===== config.mk =====
export PLATFORM = sky130hd
export DESIGN_NAME = hazard_unit_mdu
export DESIGN_NICKNAME = d
export VERILOG_FILES = /design/src/rtl/hazard_pkg.sv /design/src/rtl/hazard_unit_mdu_sat_counter.sv /design/src/rtl/hazard_unit_mdu.sv
export SDC_FILE = /design/constraint.sdc
export NUM_CORES = 1
export LEC_CHECK = 0
export CORE_MARGIN = 8
export CORE_UTILIZATION = 51
export DETAILED_ROUTE_END_ITERATION = 16
export GPL_TIMING_DRIVEN = 0
export HOLD_SLACK_MARGIN = 0.15
export PLACE_DENSITY = 0.86
export SLEW_MARGIN = 30
export SYNTH_ARGS = -nofsm -noshare
export SYNTH_HDL_FRONTEND = slang
export SYNTH_SLANG_ARGS = --single-unit

===== constraint.sdc =====
create_clock -name clk -period 9.7 [get_ports clk]
set_input_delay 2.91 -clock clk [delete_from_list [all_inputs] [get_ports clk]]
set_output_delay 2.91 -clock clk [all_outputs]
set_load 0.02 [all_outputs]

===== src/rtl/hazard_pkg.sv =====
// hazard_pkg: shared types and constants for the MDU-aware hazard unit
package hazard_pkg;
  typedef enum logic [1:0] {
    FWD_RF = 2'b00,
    FWD_W  = 2'b01,
    FWD_M  = 2'b10
  } fwd_sel_t;
  localparam logic [1:0] MEMTOREG_ALU = 2'b00;
endpackage


===== src/rtl/hazard_unit_mdu_sat_counter.sv =====
// sat_counter: saturating event counter with synchronous clear
//   clk, reset_n : clock, async active-low reset
//   clr          : synchronous clear, beats inc
//   inc          : count this cycle
//   count        : current value, sticks at all-ones
module sat_counter #(
  parameter int CNT_W = 16
) (
  input  logic             clk,
  input  logic             reset_n,
  input  logic             clr,
  input  logic             inc,
  output logic [CNT_W-1:0] count
);
  logic [CNT_W-1:0] count_q, count_d;
  always_comb count_d = clr ? '0 : (inc && count_q != '1) ? count_q + CNT_W'(1) : count_q;
  always_ff @(posedge clk or negedge reset_n)
    if (!reset_n) count_q <= '0;
    else          count_q <= count_d;
  assign count = count_q;
endmodule


===== src/rtl/hazard_unit_mdu.sv =====
// hazard_unit_mdu: 5-stage MIPS hazard unit with forwarding, load/branch/MDU stalls and stall counters
//   rs/rt D,E, writereg E/M/W, regwrite E/M/W, memtoreg E/M : pipeline register fields
//   branchD/branchNOTD, mdu_startD/E, hilo_readD            : instruction class flags
//   stat_clr                                                : clears performance counters
//   forward*D/E, stallF, stallD, flushE                     : pipeline control
//   mdu_busy, *_stall_cnt                                   : MDU status and stall statistics
module hazard_unit_mdu
  import hazard_pkg::*;
#(
  parameter int REG_W       = 5,
  parameter int MDU_LATENCY = 4,
  parameter int CNT_W       = 16
) (
  input  logic             clk,
  input  logic             reset_n,
  input  logic [REG_W-1:0] rsD,
  input  logic [REG_W-1:0] rtD,
  input  logic [REG_W-1:0] rsE,
  input  logic [REG_W-1:0] rtE,
  input  logic [REG_W-1:0] writeregE,
  input  logic [REG_W-1:0] writeregM,
  input  logic [REG_W-1:0] writeregW,
  input  logic             regwriteE,
  input  logic             regwriteM,
  input  logic             regwriteW,
  input  logic [1:0]       memtoregE,
  input  logic [1:0]       memtoregM,
  input  logic             branchD,
  input  logic             branchNOTD,
  input  logic             mdu_startD,
  input  logic             mdu_startE,
  input  logic             hilo_readD,
  input  logic             stat_clr,
  output logic             forwardaD,
  output logic             forwardbD,
  output logic [1:0]       forwardaE,
  output logic [1:0]       forwardbE,
  output logic             stallF,
  output logic             stallD,
  output logic             flushE,
  output logic             mdu_busy,
  output logic [CNT_W-1:0] lw_stall_cnt,
  output logic [CNT_W-1:0] br_stall_cnt,
  output logic [CNT_W-1:0] mdu_stall_cnt
);
  localparam int MW = $clog2(MDU_LATENCY + 1);
  logic [MW-1:0] cnt_q, cnt_d;
  logic lwstall, brstall, mdustall;
  fwd_sel_t fwd_a, fwd_b;
  always_comb begin
    fwd_a = (rsE != '0 && rsE == writeregM && regwriteM) ? FWD_M :
            (rsE != '0 && rsE == writeregW && regwriteW) ? FWD_W : FWD_RF;
    fwd_b = (rtE != '0 && rtE == writeregM && regwriteM) ? FWD_M :
            (rtE != '0 && rtE == writeregW && regwriteW) ? FWD_W : FWD_RF;
  end
  assign forwardaE = fwd_a;
  assign forwardbE = fwd_b;
  assign forwardaD = rsD != '0 && rsD == writeregM && regwriteM;
  assign forwardbD = rtD != '0 && rtD == writeregM && regwriteM;
  assign lwstall  = memtoregE != MEMTOREG_ALU && rtE != '0 && (rtE == rsD || rtE == rtD);
  assign brstall  = (branchD || branchNOTD) &&
                    ((regwriteE && writeregE != '0 && (writeregE == rsD || writeregE == rtD)) ||
                     (memtoregM != MEMTOREG_ALU && writeregM != '0 && (writeregM == rsD || writeregM == rtD)));
  // The op sitting in E counts as busy too, so a consumer directly behind it stalls L+1 cycles.
  assign mdustall = (hilo_readD || mdu_startD) && (mdu_startE || cnt_q != '0);
  assign stallD   = lwstall || brstall || mdustall;
  assign stallF   = stallD;
  assign flushE   = stallD;
  assign mdu_busy = cnt_q != '0;
  always_comb cnt_d = mdu_startE ? MW'(MDU_LATENCY) : (cnt_q != '0) ? cnt_q - MW'(1) : cnt_q;
  always_ff @(posedge clk or negedge reset_n)
    if (!reset_n) cnt_q <= '0;
    else          cnt_q <= cnt_d;
  sat_counter #(.CNT_W(CNT_W)) u_lw  (.clk(clk), .reset_n(reset_n), .clr(stat_clr), .inc(lwstall),  .count(lw_stall_cnt));
  sat_counter #(.CNT_W(CNT_W)) u_br  (.clk(clk), .reset_n(reset_n), .clr(stat_clr), .inc(brstall),  .count(br_stall_cnt));
  sat_counter #(.CNT_W(CNT_W)) u_mdu (.clk(clk), .reset_n(reset_n), .clr(stat_clr), .inc(mdustall), .count(mdu_stall_cnt));
endmodule


[Word level (Yosys, flattened, before mapping)]
Cells that the tools add are included.
Storage, ports and cells
  register bits after elaboration: 51
  bits of input ports: 50
  output and inout port bits: 58
  logic and storage cells: 80
Operators by class
  add/sub/neg operators: 4
  equal/unequal tests: 15
  muxes and demuxes: 12
  reduce and logical (&&, ||, !) cells: 45
Operator list (number)
  $mux W16: 6
  $eq A5 B5 Y1: 12
  $add A16 B1 Y16 const B: 3
  $ne A16 B16 Y1 const B: 3
  $reduce_bool A5 Y1: 6
  $logic_and A1 B1 Y1: 23
  $reduce_bool A2 Y1: 6
  $logic_or A1 B1 Y1: 9
  $mux W3: 2
  $mux W2: 2
  $reduce_bool A3 Y1: 1
  $sub A3 B1 Y3 const B: 1
  $mux W1: 2

[Logic depth before layout (Yosys ltp)]
  word-level depth: 8
  mapped depth: 9
  gate-level depth less buffers: 9

[Hierarchy]
A second synthesis with hierarchy kept.
Second synthesis, totals
  cells, all modules: 416
  area total of the unflattened synthesis: 3766.1 um^2
By module, submodules not included
  sat_counter: instances 3, cells an instance 98, area an instance 942.2 um^2, sequential area each 400.4 um^2
  hazard_unit_mdu: instances 1, cells an instance 122, area an instance 939.7 um^2, sequential area each 75.1 um^2

[Worst setup path after synthesis]
No wires, ideal clock.
  kind: in2out
  start: in rtE[1]
  end: out stallD
  arrival: 4619 ps
  required time: 6790 ps
  path slack: 2171 ps
  stages on the path: 8
  path buffers: 3
  path through: buf_2 -> or4_1 -> nor2_1 -> nor2_1 -> o21ai_2 -> buf_2 -> nand3_1 -> buf_4
On the way
  cells in the longest elaborated chain, start to end: 5
  elaborated cells between the ends (all ways): 8
  those cells by class: 2 x eq/ne; 6 x reduce/logical
Ends and longest elaborated chain
  start: declaration: line hazard_unit_mdu.sv:19  | input logic [REG_W-1:0] rtE,
  $eq A5 B5 Y1 / $reduce_bool A5 Y1 (equally long branches): line hazard_unit_mdu.sv:60  | assign lwstall = memtoregE != MEMTOREG_ALU && rtE != '0 && (rtE == rsD || rtE == rtD);
  $logic_or A1 B1 Y1 / $logic_and A1 B1 Y1 (equally long branches): line hazard_unit_mdu.sv:60
  $logic_and A1 B1 Y1 (*): line hazard_unit_mdu.sv:60
  $logic_or A1 B1 Y1 (*) (2 in series): line hazard_unit_mdu.sv:66  | assign stallD = lwstall || brstall || mdustall;
  end: declaration: line hazard_unit_mdu.sv:39  | output logic stallD,
Mark *: on every way between the ends. The rest lies on a longest branch, timed or not.

[Final worst setup path]
  start: in writeregE[1]
  end: out stallF
On the way
  cells in the longest elaborated chain, start to end: 7
  elaborated cells between the ends (all ways): 10
  those cells by class: 2 x eq/ne; 8 x reduce/logical
Ends and longest elaborated chain
  start: declaration: line hazard_unit_mdu.sv:20  | input logic [REG_W-1:0] writeregE,
  $eq A5 B5 Y1 / $reduce_bool A5 Y1 (equally long branches): line hazard_unit_mdu.sv:62  | ((regwriteE && writeregE != '0 && (writeregE == rsD || writeregE == rtD)) ||
  $logic_or A1 B1 Y1 / $logic_and A1 B1 Y1 (equally long branches): line hazard_unit_mdu.sv:62
  $logic_and A1 B1 Y1 (*): line hazard_unit_mdu.sv:62
  $logic_or A1 B1 Y1 (*): line hazard_unit_mdu.sv:62
  $logic_and A1 B1 Y1 (*): line hazard_unit_mdu.sv:61  | assign brstall = (branchD || branchNOTD) &&
  $logic_or A1 B1 Y1 (*) (2 in series): line hazard_unit_mdu.sv:66
  end: declaration: line hazard_unit_mdu.sv:38  | output logic stallF,
Marked as above.

==> results.toml <==
[cts]
cts.path.max_buffers = 2
cts_resized = 0
cts_tree = "built"
post-cts-setup-buffers = 0
clkLatencyLatePin_ps = 310
clkSinkCount = 51
cts_buffers = 5
htreeDepth = 2
clock-root-buffer = "clkbuf_8"
cts_hold_buf = 0
clk_pin_slew_ps = 100

[status]
status = "completed"

[floorplanning]
std_cell_rows = 30
dieArea_um2 = 9680
die_h_um = 98.4
coreArea_um2 = 6680
initial_core_util_pct = 51.8
die_w_um = 98.4
io_pins = 108

[power_and_ir_drop]
pwr-share-seq_pct = 46.4
switching_power_uw = 149
power_frac_comb_pct = 27.0
vdd_drop_max_mv = 0.0891
clockPowerShare_pct = 26.6
p_int_uw = 343
power.density_nw_per_um2 = 106
p_sw_share_pct = 30.3
p_leak_nw = 1.82

[critical_path]
path_max_fanout = 10
cp.arrival_ps = 5550
path_class = "in2out"
critPathLaunchType = "input pin"
crit_path_end_kind = "output pin"
crit_required_ps = 6790

[synth]
synthArstFlopShare_pct = 100
yosys_warnings = 0
yosysMostFrequentCell = "nor2_1"
synth_top_area_share_pct = 36.9
syn-cell-area_um2 = 3460
synth_edf_count = 0
yosys.area.top_type = "dfrtp_1"
seq_area_frac_synth_pct = 36.9
synth_top_cells_by_area = "dfrtp_1, xnor2_1, xor2_1"
synth_common_cells = "nor2_1, dfrtp_1, xnor2_1"
syn_inst = 383
synth-seq-cells = 51
synth_cell_types = 48
syn_avg_cell_area_um2 = 9.04
yosys_most_used_dff = "dfrtp_1"
syn_nets = 438

[routing]
first_pass_iters = 4
drt-initial-drc-count = 187
drt-total-wl_mm = 9.45
routed_via_density = 5.59
drc_errors = 0
ant_nets = 0
vias = 3174
wl_per_cell_um = 16.6

[grt]
antenna_found_initial = 0
grt_max_degree = 48
grt_pass1_vias = 3184
grt.total_usage_pct = 19.5
overflow = 0
grt_first_pass_wirelength_mm = 15.6

[timing]
slew_viol_final = 0
finalCriticalPeriod_ps = 8460
rsz0062_at_grt = "no"
skew_ps = 9.83
finalHoldViolations = 0
setup_viol = 0
max_freq_ghz = 0.118
fin_crit_sh_pct = 87.3
max_slew_margin_pct = 62.6
fin_setup_tns_ps = 0
fin_ws_ps = 1240
worst_pin_slew_ps = 557

[placed_design]
placed_cells = 560
port_buffers = 96
dp_hpwl_mm = 7.36
place_ws_ps = 1280
gp_congestion = 0.857

[layout]
n_antenna_cell = 0
syn_to_final_growth_pct = 34.2
layout-drive-gt1-share_pct = 9.02
nets = 542
fin_cells = 568
fillCellCount = 522

[flow_run]
drv_cap = 0

[min_path]
min_path_type = "reg2reg"
[power groups by stage]
stage | logic (mW) | registers [mW] | clock network, mW
2_1_floorplan | 0.0719 | 0.235 | 0
3_3_place_gp | 0.125 | 0.233 | 0
3_5_place_dp | 0.131 | 0.233 | 0
4_1_cts | 0.134 | 0.229 | 0.133
5_1_grt | 0.144 | 0.230 | 0.143
6_report | 0.133 | 0.228 | 0.131
[registers in the layout, indices dropped and copies added, names as in the netlist]
register and cells:
cnt_q 3, u_mdu.count 16, u_lw.count 16, u_br.count 16
[critical path, stage by stage]
cell             delay (ps)
clkdlybuf4s50_1         460
or4_1                   570
o21ai_0                 230
nor2_1                   70
o22ai_1                 180
clkbuf_2                240
nand3_1                 170
buf_4                   190
clkdlybuf4s50_1         530
[layout by cell type, fill, tap and decap left out, drive strengths merged, types with 8 or more instances in the layout]
| cell type | count |
|---|---|
| dfrtp | 51 |
| a21oi | 11 |
| nand2 | 20 |
| and3 | 8 |
| clkdlybuf4s50 | 95 |
| nand3 | 25 |
| nor2b | 9 |
| clkbuf | 14 |
| o21ai | 10 |
| nor2 | 56 |
| nor3 | 14 |
| nor4 | 9 |
| xor2 | 37 |
| buf | 14 |
| xnor2 | 42 |
| nand4 | 13 |
| mux2 | 8 |
[cells by family (layout without fill, tap and decap cells)]
kind of cell | Yosys count | after routing | share of synthesized area [%]
and+or+nand+nor | 179 | 179 | 28.0
xor gates and xnor gates | 79 | 79 | 20.0
DFF | 51 | 51 | 36.9
AOI/OAI and AO/OA | 34 | 34 | 6.58
buffers and inverters | 25 | 130 | 3.51
muxes | 10 | 10 | 3.29
adders and majority gates | 5 | 5 | 1.81
[routing by layer]
| layer | track usage, % | wire (um) | vias up |
|---|---|---|---|
| met5 | 0 | 0 | - |
| met4 | 4.84 | 106 | 0 |
| met3 | 3.91 | 400 | 9 |
| met2 | 35.5 | 4980 | 70 |
| met1 | 22.6 | 3960 | 1555 |
| li1 | - | - | 1540 |
[worst paths after layout]
check	cells past startpoint	startpoint	slack, ps	to
worst max-delay path	9	writeregE[1]	1240	stallF
worst min-delay path	1	cnt_q[2]$_DFFE_PN0P_	480	cnt_q[2]$_DFFE_PN0P_
worst max register to register	9	cnt_q[0]$_DFFE_PN0P_	7330	u_mdu.count[13]$_DFFE_PN0P_
worst min register to register	1	cnt_q[2]$_DFFE_PN0P_	480	cnt_q[2]$_DFFE_PN0P_
min in group asynchronous	1	reset_n	2390	cnt_q[2]$_DFFE_PN0P_
max in group asynchronous	2	reset_n	6880	u_lw.count[5]$_DFFE_PN0P_
[area by class of cell]
cell class / count / area, um2 / share of cell area (%)
buffer: 20 / 103 / 2.21
clock buffer: 6 / 82.6 / 1.78
clock inverter: 2 / 13.8 / 0.296
inverter: 5 / 18.8 / 0.404
multi-input combinational: 307 / 2060 / 44.5
sequential: 51 / 1280 / 27.5
tap: 80 / 100 / 2.16
timing repair buffer: 97 / 986 / 21.2
[metrics by stage]
step	power [mW]	area, um2	utilization [%]	hold WS, ps
after floorplan	0.307	3460	-	443
after global routing	0.517	4640	69.5	522
after detailed placement	0.364	4550	68.1	475
after global placement	0.358	4520	67.7	459
after CTS	0.495	4640	69.5	489
final	0.492	4640	69.5	479
Power figures use the tool's default switching activity.
